==> src/rtl/mux_pkg.sv <==
// Shared constants and helpers for the N-to-1 streaming multiplexer.
package mux_pkg;

  localparam logic MODE_DIRECT = 1'b0;
  localparam logic MODE_RR     = 1'b1;

  // Index width that never collapses to zero bits, even for a single channel.
  function automatic int clog2_min1(input int n);
    return (n <= 1) ? 1 : $clog2(n);
  endfunction

endpackage

==> src/rtl/rr_arbiter.sv <==
// Combinational round-robin arbiter: the search starts one past ptr, wraps
// modulo N, and grants the first requesting channel.
module rr_arbiter
  import mux_pkg::*;
#(
  parameter int N     = 4,
  parameter int SEL_W = clog2_min1(N)
) (
  input  logic [N-1:0]     req,
  input  logic [SEL_W-1:0] ptr,
  output logic             gnt_valid,
  output logic [SEL_W-1:0] gnt_idx
);

  // Walk the candidates from farthest to nearest so the nearest requester wins.
  always_comb begin
    int c;
    c         = 0;
    gnt_valid = 1'b0;
    gnt_idx   = '0;
    for (int k = N; k >= 1; k--) begin
      c = int'(ptr) + k;
      if (c >= N) c = c - N;
      if (req[c]) begin
        gnt_valid = 1'b1;
        gnt_idx   = SEL_W'(c);
      end
    end
  end

endmodule

==> src/rtl/mux_nx1_stream.sv <==
// N-to-1 streaming multiplexer with a single registered output stage.
// Channel choice is an external select (direct mode) or a fair round-robin.
module mux_nx1_stream
  import mux_pkg::*;
#(
  parameter  int N_INPUTS = 4,
  parameter  int WIDTH    = 8,
  localparam int SEL_W    = clog2_min1(N_INPUTS)
) (
  input  logic                      clk,
  input  logic                      rst,
  input  logic [N_INPUTS*WIDTH-1:0] in_data,
  input  logic [N_INPUTS-1:0]       in_valid,
  output logic [N_INPUTS-1:0]       in_ready,
  input  logic                      mode,
  input  logic [SEL_W-1:0]          sel,
  output logic [WIDTH-1:0]          out_data,
  output logic                      out_valid,
  output logic [SEL_W-1:0]          out_chan,
  input  logic                      out_ready
);

  logic [WIDTH-1:0] chan_data [N_INPUTS];
  logic [SEL_W-1:0] rr_ptr;
  logic             rr_valid;
  logic [SEL_W-1:0] rr_idx;
  logic             dir_valid;
  logic             grant_valid;
  logic [SEL_W-1:0] grant_idx;
  logic             load_en;
  logic             xfer;

  logic [WIDTH-1:0] data_p1;
  logic [SEL_W-1:0] chan_p1;
  logic             vld_p1;

  rr_arbiter #(
    .N     (N_INPUTS),
    .SEL_W (SEL_W)
  ) u_arb (
    .req       (in_valid),
    .ptr       (rr_ptr),
    .gnt_valid (rr_valid),
    .gnt_idx   (rr_idx)
  );

  // Unpack the flat input bus into per-channel words.
  always_comb begin
    for (int i = 0; i < N_INPUTS; i++) begin
      chan_data[i] = in_data[i*WIDTH +: WIDTH];
    end
  end

  // Out-of-range selects yield no grant at all.
  assign dir_valid = ({1'b0, sel} < (SEL_W+1)'(N_INPUTS));

  // Grant selection, ready generation and transfer detection. The output
  // register accepts when empty or draining, so out_ready reaches in_ready
  // combinationally on purpose.
  always_comb begin
    grant_valid = (mode == MODE_RR) ? rr_valid : dir_valid;
    grant_idx   = (mode == MODE_RR) ? rr_idx   : sel;
    load_en     = !vld_p1 || out_ready;
    in_ready    = '0;
    if (!rst && grant_valid && load_en) begin
      in_ready[grant_idx] = 1'b1;
    end
    xfer = !rst && grant_valid && load_en && in_valid[grant_idx];
  end

  // ---- stage p1: output register and round-robin pointer ----
  always_ff @(posedge clk) begin
    if (rst) begin
      vld_p1  <= 1'b0;
      data_p1 <= '0;
      chan_p1 <= '0;
      rr_ptr  <= SEL_W'(N_INPUTS - 1);
    end else if (xfer) begin
      vld_p1  <= 1'b1;
      data_p1 <= chan_data[grant_idx];
      chan_p1 <= grant_idx;
      if (mode == MODE_RR) rr_ptr <= grant_idx;
    end else if (out_ready) begin
      vld_p1  <= 1'b0;
    end
  end

  assign out_data  = data_p1;
  assign out_valid = vld_p1;
  assign out_chan  = chan_p1;

endmodule

==> config.mk <==
export PLATFORM = sky130hd
export DESIGN_NAME = mux_nx1_stream
export DESIGN_NICKNAME = d
export VERILOG_FILES = /design/src/rtl/mux_pkg.sv /design/src/rtl/rr_arbiter.sv /design/src/rtl/mux_nx1_stream.sv
export SDC_FILE = /design/constraint.sdc
export NUM_CORES = 1
export LEC_CHECK = 0
export BUFFER_PORTS_ARGS = -buffer_cell sky130_fd_sc_hd__buf_4
export CORE_MARGIN = 5
export CORE_UTILIZATION = 25
export DETAILED_ROUTE_END_ITERATION = 8
export PLACE_DENSITY = 0.53
export SETUP_SLACK_MARGIN = 0.1
export SLEW_MARGIN = 40
export SYNTH_ARGS = -nofsm -noshare
export SYNTH_HDL_FRONTEND = slang
export SYNTH_SLANG_ARGS = --single-unit
==> constraint.sdc <==
create_clock -name clk -period 3.3 [get_ports clk]
set_input_delay 0.165 -clock clk [delete_from_list [all_inputs] [get_ports clk]]
set_output_delay 0.165 -clock clk [all_outputs]
set_load 0.01 [all_outputs]
# Word level (Yosys, flattened, before mapping)
# Cells that the tools add are included.
dict set report totals {
  ff_bits 13
  in_bits 42
  out_inout_bits 15
}
dict set report classes {
  addsub 8
  magnitude_cmp 11
  n_mux 36
  bitwise_logic 1
  n_reduce_logical 9
}
# op count
set ops {}
lappend ops {{>= comparator 32 x 4 -> 1 bit, second input constant} 4}
lappend ops {{less-than comparator 32 x 4 -> 1 bit, second input constant} 4}
lappend ops {{2-to-1 mux 32 bit} 4}
lappend ops {{subtractor 32 x 4 -> 32 bit, second input constant} 4}
lappend ops {{2-to-1 mux 1 bit} 17}
lappend ops {{binary-select mux 8 bit (select 2 bit)} 1}
lappend ops {{2-to-1 mux 8 bit} 2}
lappend ops {{binary-select mux 1 bit (select 2 bit)} 5}
lappend ops {{2-to-1 mux 2 bit} 5}
lappend ops {{adder 2 x 2 -> 3 bit, second input constant} 2}
lappend ops {{adder 2 x 3 -> 4 bit, second input constant} 1}
lappend ops {{logical AND 1 bit} 4}
lappend ops {{2-to-1 mux 4 bit} 1}
lappend ops {{adder 2 x 1 -> 3 bit, second input constant} 1}
lappend ops {{>= comparator 3 bit, second input constant} 1}
lappend ops {{less-than comparator 2 x 3 -> 1 bit, second input constant} 1}
lappend ops {{NOT 2 -> 3 bit} 1}
lappend ops {{demux 1 bit (select 2 bit)} 1}
lappend ops {{>= comparator 2 x 1 -> 1 bit, second input constant} 1}
lappend ops {{zero test 1 bit} 2}
lappend ops {{AND reduction 2 bit} 1}
lappend ops {{nonzero test 2 bit} 1}
lappend ops {{logical OR 1 bit} 1}

# Depth between registers and ports, before layout
dict set report depth {
  depth_word 16
  depth_mapped 10
  ltp_nobuf 7
}

# Modules after synthesis
# Synthesis repeated with hierarchy kept, for this count alone.
dict set report hier_totals {
  cells_unflattened 91
  hier_area_um2 920.9
}
# module instances cells_per_inst area_each_um2 seq_area_each_um2
set by_module_without_submodules {}
lappend by_module_without_submodules {mux_nx1_stream 1 77 829.5 260.2}
lappend by_module_without_submodules {rr_arbiter 1 14 91.3 0.0}

# Worst setup path after synthesis
# Ideal clock, no wire load.
dict set report synth_timing {
  path_kind {reg2reg}
  from {reg rr_ptr[1]}
  to {reg data_p1[0] (netlist: out_data[0])}
  arrival_time_ns 1.946
  required_ns 3.230
  path_slack_ns 1.284
  stages_incl_launch_ff 11
  n_path_buf 3
  synth_period_minus_slack_ns 2.016
  cell_sequence {dfxtp_1 -> buf_6 -> mux2i_1 -> o22ai_1 -> a211oi_2 -> or2_1 -> buf_6 -> buf_6 -> nand2_1 -> a221o_1 -> a21oi_2}
}
dict set report synth_via {
  elab_chain_len 15
  elab_cells_between_ends 47
}
# element line
set synth_lines {}
lappend synth_lines {{start: declaration} mux_nx1_stream.sv:24} ;# logic [SEL_W-1:0] rr_ptr;
lappend synth_lines {{start signal: assignment} mux_nx1_stream.sv:77} ;# rr_ptr <= SEL_W'(N_INPUTS - 1);
lappend synth_lines {{start signal: assignment} mux_nx1_stream.sv:82} ;# if (mode == MODE_RR) rr_ptr <= grant_idx;
lappend synth_lines {{adder 2 x 3 -> 4 bit} rr_arbiter.sv:22} ;# c = int'(ptr) + k;
lappend synth_lines {{subtractor 32 x 4 -> 32 bit or >= comparator 32 x 4 -> 1 bit (tied branches)} rr_arbiter.sv:23} ;# if (c >= N) c = c - N;
lappend synth_lines {{2-to-1 mux 32 bit} rr_arbiter.sv:23}
lappend synth_lines {{binary-select mux 1 bit (select 2 bit)} rr_arbiter.sv:24} ;# if (req[c]) begin
lappend synth_lines {{2-to-1 mux 1 bit (not written as such) (2 in a row)} rr_arbiter.sv:24}
lappend synth_lines {{2-to-1 mux 2 bit (4 in a row)} rr_arbiter.sv:24}
lappend synth_lines {{2-to-1 mux 2 bit} mux_nx1_stream.sv:62} ;# grant_idx = (mode == MODE_RR) ? rr_idx : sel;
lappend synth_lines {{NOT 2 -> 3 bit (not written as such)} mux_nx1_stream.sv:80} ;# data_p1 <= chan_data[grant_idx];
lappend synth_lines {{binary-select mux 8 bit (select 2 bit)} mux_nx1_stream.sv:80}
lappend synth_lines {{2-to-1 mux 8 bit (not written as such) (2 in a row)} mux_nx1_stream.sv:80}
lappend synth_lines {{end signal: assignment} mux_nx1_stream.sv:80}
lappend synth_lines {{end: declaration} mux_nx1_stream.sv:33} ;# logic [WIDTH-1:0] data_p1;
# Several ways; a longest one is shown, not always the timed one. The select of a mux whose other input is x is not followed.
# A chain may end at the register's enable or synchronous reset.

# Final worst setup path
dict set report layout_timing {
  from {reg rr_ptr[1]}
  to {reg data_p1[3] (netlist: out_data[3])}
}
# Same word-level chain as after synthesis.

==> run_results.csv <==
group,metric,value,unit
status,status,"finished clean",
clock_tree,clk_latency,0.24,ns
timing,fmaxAchievable,375,MHz
place,io_buffers,56,
timing,clock_skew,0.000627,ns
global_routing,grt_pass1_vias,1058,
die,initial_utilization,26.2,%
critical_path,slowest_stage,"a211o_1",
timing,tns,0,ns
timing,period_needed,2.67,ns
cells_and_area,layout-drive-gt1-share,47.2,%
cells_and_area,area_delta_synth_final,42.5,%
critical_path,endpoint,"out_data[3]",
timing,rsz0062_at_grt,"no",
synth,ys_async_sr_fraction,0,%
critical_path,r2r_slack,0.63,ns
timing,slew_headroom,48.2,%
critical_path,crit_chain,"nand3_1, o311a_4, a31o_2, a2111oi_2, a211o_1, a221o_1, a21oi_2",
critical_path,start_kind,"flip-flop",
critical_path,crit_type,"flip-flop to flip-flop",
synth,synth_edf_count,0,
synth,ys_seq_area_share,24.5,%
critical_path,max_stage_delay,0.66,ns
critical_path,r2r_end,"out_data[3]",
place,dp.cells,224,
timing,fin_ws,0.633,ns
clock_tree,cts.root.buffer_cell,"clkbuf_8",
cells_and_area,n_fill_cell,430,
synth,synthMostInstantiatedCell,"a21oi_1",
synth,yosys_warnings,0,
cells_and_area,fin_util,37.3,%
detailed_routing,drtAntennaViolNets,0,
timing,hold_viol_final,0,
synth,ys_types,33,
place,hpwl,2620,µm
synth,syn_area,0.00106,mm²
synth,synth.ff_latch_count,13,
clock_tree,cts_resized,0,
detailed_routing,viasPerCell,4.89,
global_routing,track_usage,11.3,%
place,globalplace.congestion,0.853,
power_and_ir_drop,p_per_area,352,mW/mm²
synth,ys.flop_type,"dfxtp_1",
die,die_h,75.2,µm
synth,synth_top_area_cell,"dfxtp_1",
power_and_ir_drop,power,532,µW
synth,synth_common_cells,"a21oi_1 (14), dfxtp_1 (13), mux2i_1 (12)",
die,io_pins,57,
die,die_w,75.2,µm
detailed_routing,firstDrtPassIters,4,
clock_tree,post_cts_buffers,0,
global_routing,grt_antenna_before_repair,0,
critical_path,crit_path_end_kind,"flip-flop",
clock_tree,cts_buffer_depth,2,
die,core-area,0.00406,mm²
die,dieArea,0.00565,mm²
detailed_routing,post_drt_wl_per_cell,14.2,µm
clock_tree,cts_tree,"built",
synth,synth.avg_cell_area,8.50,µm²
cells_and_area,antenna_cells,0,
detailed_routing,drc_errors,0,
global_routing,grt-ovfl-total,0,
place,pre_cts_slack,0.664,ns
clock_tree,htreeDepth,1,
critical_path,crit_required,3.43,ns
global_routing,grt_first_pass_wirelength,5070,µm
clock_tree,cts_buffers,3,
clock_tree,path_clk_slew,0.05,ns
min_path,hold_path.class,"input pin to flip-flop",
synth,synth_cells,125,
timing,worstMarginPinSlew,0.777,ns
clock_tree,hold_buffers,0,
cells_and_area,fin_cells,228,
die,num_rows,23,
global_routing,grt_max_degree,20,
timing,fin_crit_sh,80.8,%
critical_path,cp_max_fo,19,
power_and_ir_drop,ir_drop,0.115,mV
cells_and_area,nets,221,
synth,synth_fp_nets,167,
synth,synth_top_area_share,24.5,%
job,drv_cap,0,
critical_path,arrival,2.80,ns
detailed_routing,drt_iter0_drc,40,
power_and_ir_drop,p_leak,0.686,nW
detailed_routing,dr_total_vias,1116,
critical_path,reg2reg_depth,7,
clock_tree,cts_sinks,13,
synth,ys_top_cells_by_area,"dfxtp_1 (24%), mux2i_1 (11%), a221o_1 (7.5%)",
detailed_routing,wirelength,3240,µm
critical_path,rr_startpoint,"rr_ptr[1]",
timing,setup_violations,0,
timing,slew_violations,0,
critical_path,worstSetupStartpoint,"rr_ptr[1]",
==> where the power goes <==
| part | internal [mW] | switching [mW] |
|---|---|---|
| clock network | 0.0852 | 0.0549 |
| logic | 0.103 | 0.102 |
| registers | 0.172 | 0.0150 |
| total | 0.360 | 0.172 |
==> metrics by stage <==
stage | hold WS, ns | area [µm²]
detailed placement | 0.457 | 1470
finish | 0.205 | 1510
floorplan | 0.227 | 1060
global route | 0.212 | 1510
CTS | 0.205 | 1510
global placement | 0.456 | 1470
==> critical path, delay by kind of cell, from the launching register on <==
kind / cells / cell delay (ns)
flops: 1 / 0.58
compound gates: 6 / 1.78
simple gates: 1 / 0.18
==> state kept, by name, summed over array words and instances, names as in the netlist <==
register   count
out_valid      1
out_data       8
out_chan       2
rr_ptr         2
==> cell usage in the layout, fill, tap and decap left out, drive strengths merged, types with 2 or more instances in the layout <==
master / n
nand2: 18
or2: 2
nor2: 6
nor2b: 2
mux2i: 12
clkbuf: 4
dfxtp: 13
inv: 6
o211ai: 3
nor3: 7
a21oi: 22
o21ai: 2
buf: 58
a221o: 8
nand2b: 3
==> worst min path at each step <==
stage,startpoint,end,slack [ns],cells past startpoint
finish,rst,out_data[2],0.21,2
CTS,rst,out_data[4],0.20,2
global placement,rst,out_data[5],0.46,2
floorplan,rst,out_data[5],0.23,1
detailed placement,out_data[5],out_data[5],0.46,2
global route,rst,out_data[6],0.21,2
==> layer usage <==
layer  global-route usage (%)  vias to the layer above  part of all wire (%)  routed length [µm]
met1                     16.9                      506                    47                1540
met5                        0                        -                     0                   0
li1                         -                      574                     -                   -
met4                     2.33                        0                  0.53                  17
met2                     16.8                       34                    46                1490
met3                     2.27                        2                   5.8                 189
==> cell families after synthesis <==
| logic type | count (synthesis) | share of synthesized area (%) |
|---|---|---|
| AOI/OAI and AO/OA | 45 | 34.6 |
| and+or+nand+nor | 40 | 18.8 |
| buffers and inverters | 15 | 10.7 |
| DFF | 13 | 24.5 |
| muxes | 12 | 11.3 |
==> area by class of cell <==
cell class / count / area [µm²] / area share, %
clock buffer: 4 / 45.0 / 2.98
inverter: 6 / 22.5 / 1.49
multi-input combinational: 97 / 688 / 45.5
sequential: 13 / 260 / 17.2
tap: 50 / 62.6 / 4.13
timing repair buffer: 58 / 435 / 28.8
Power figures use the tool's default switching activity.
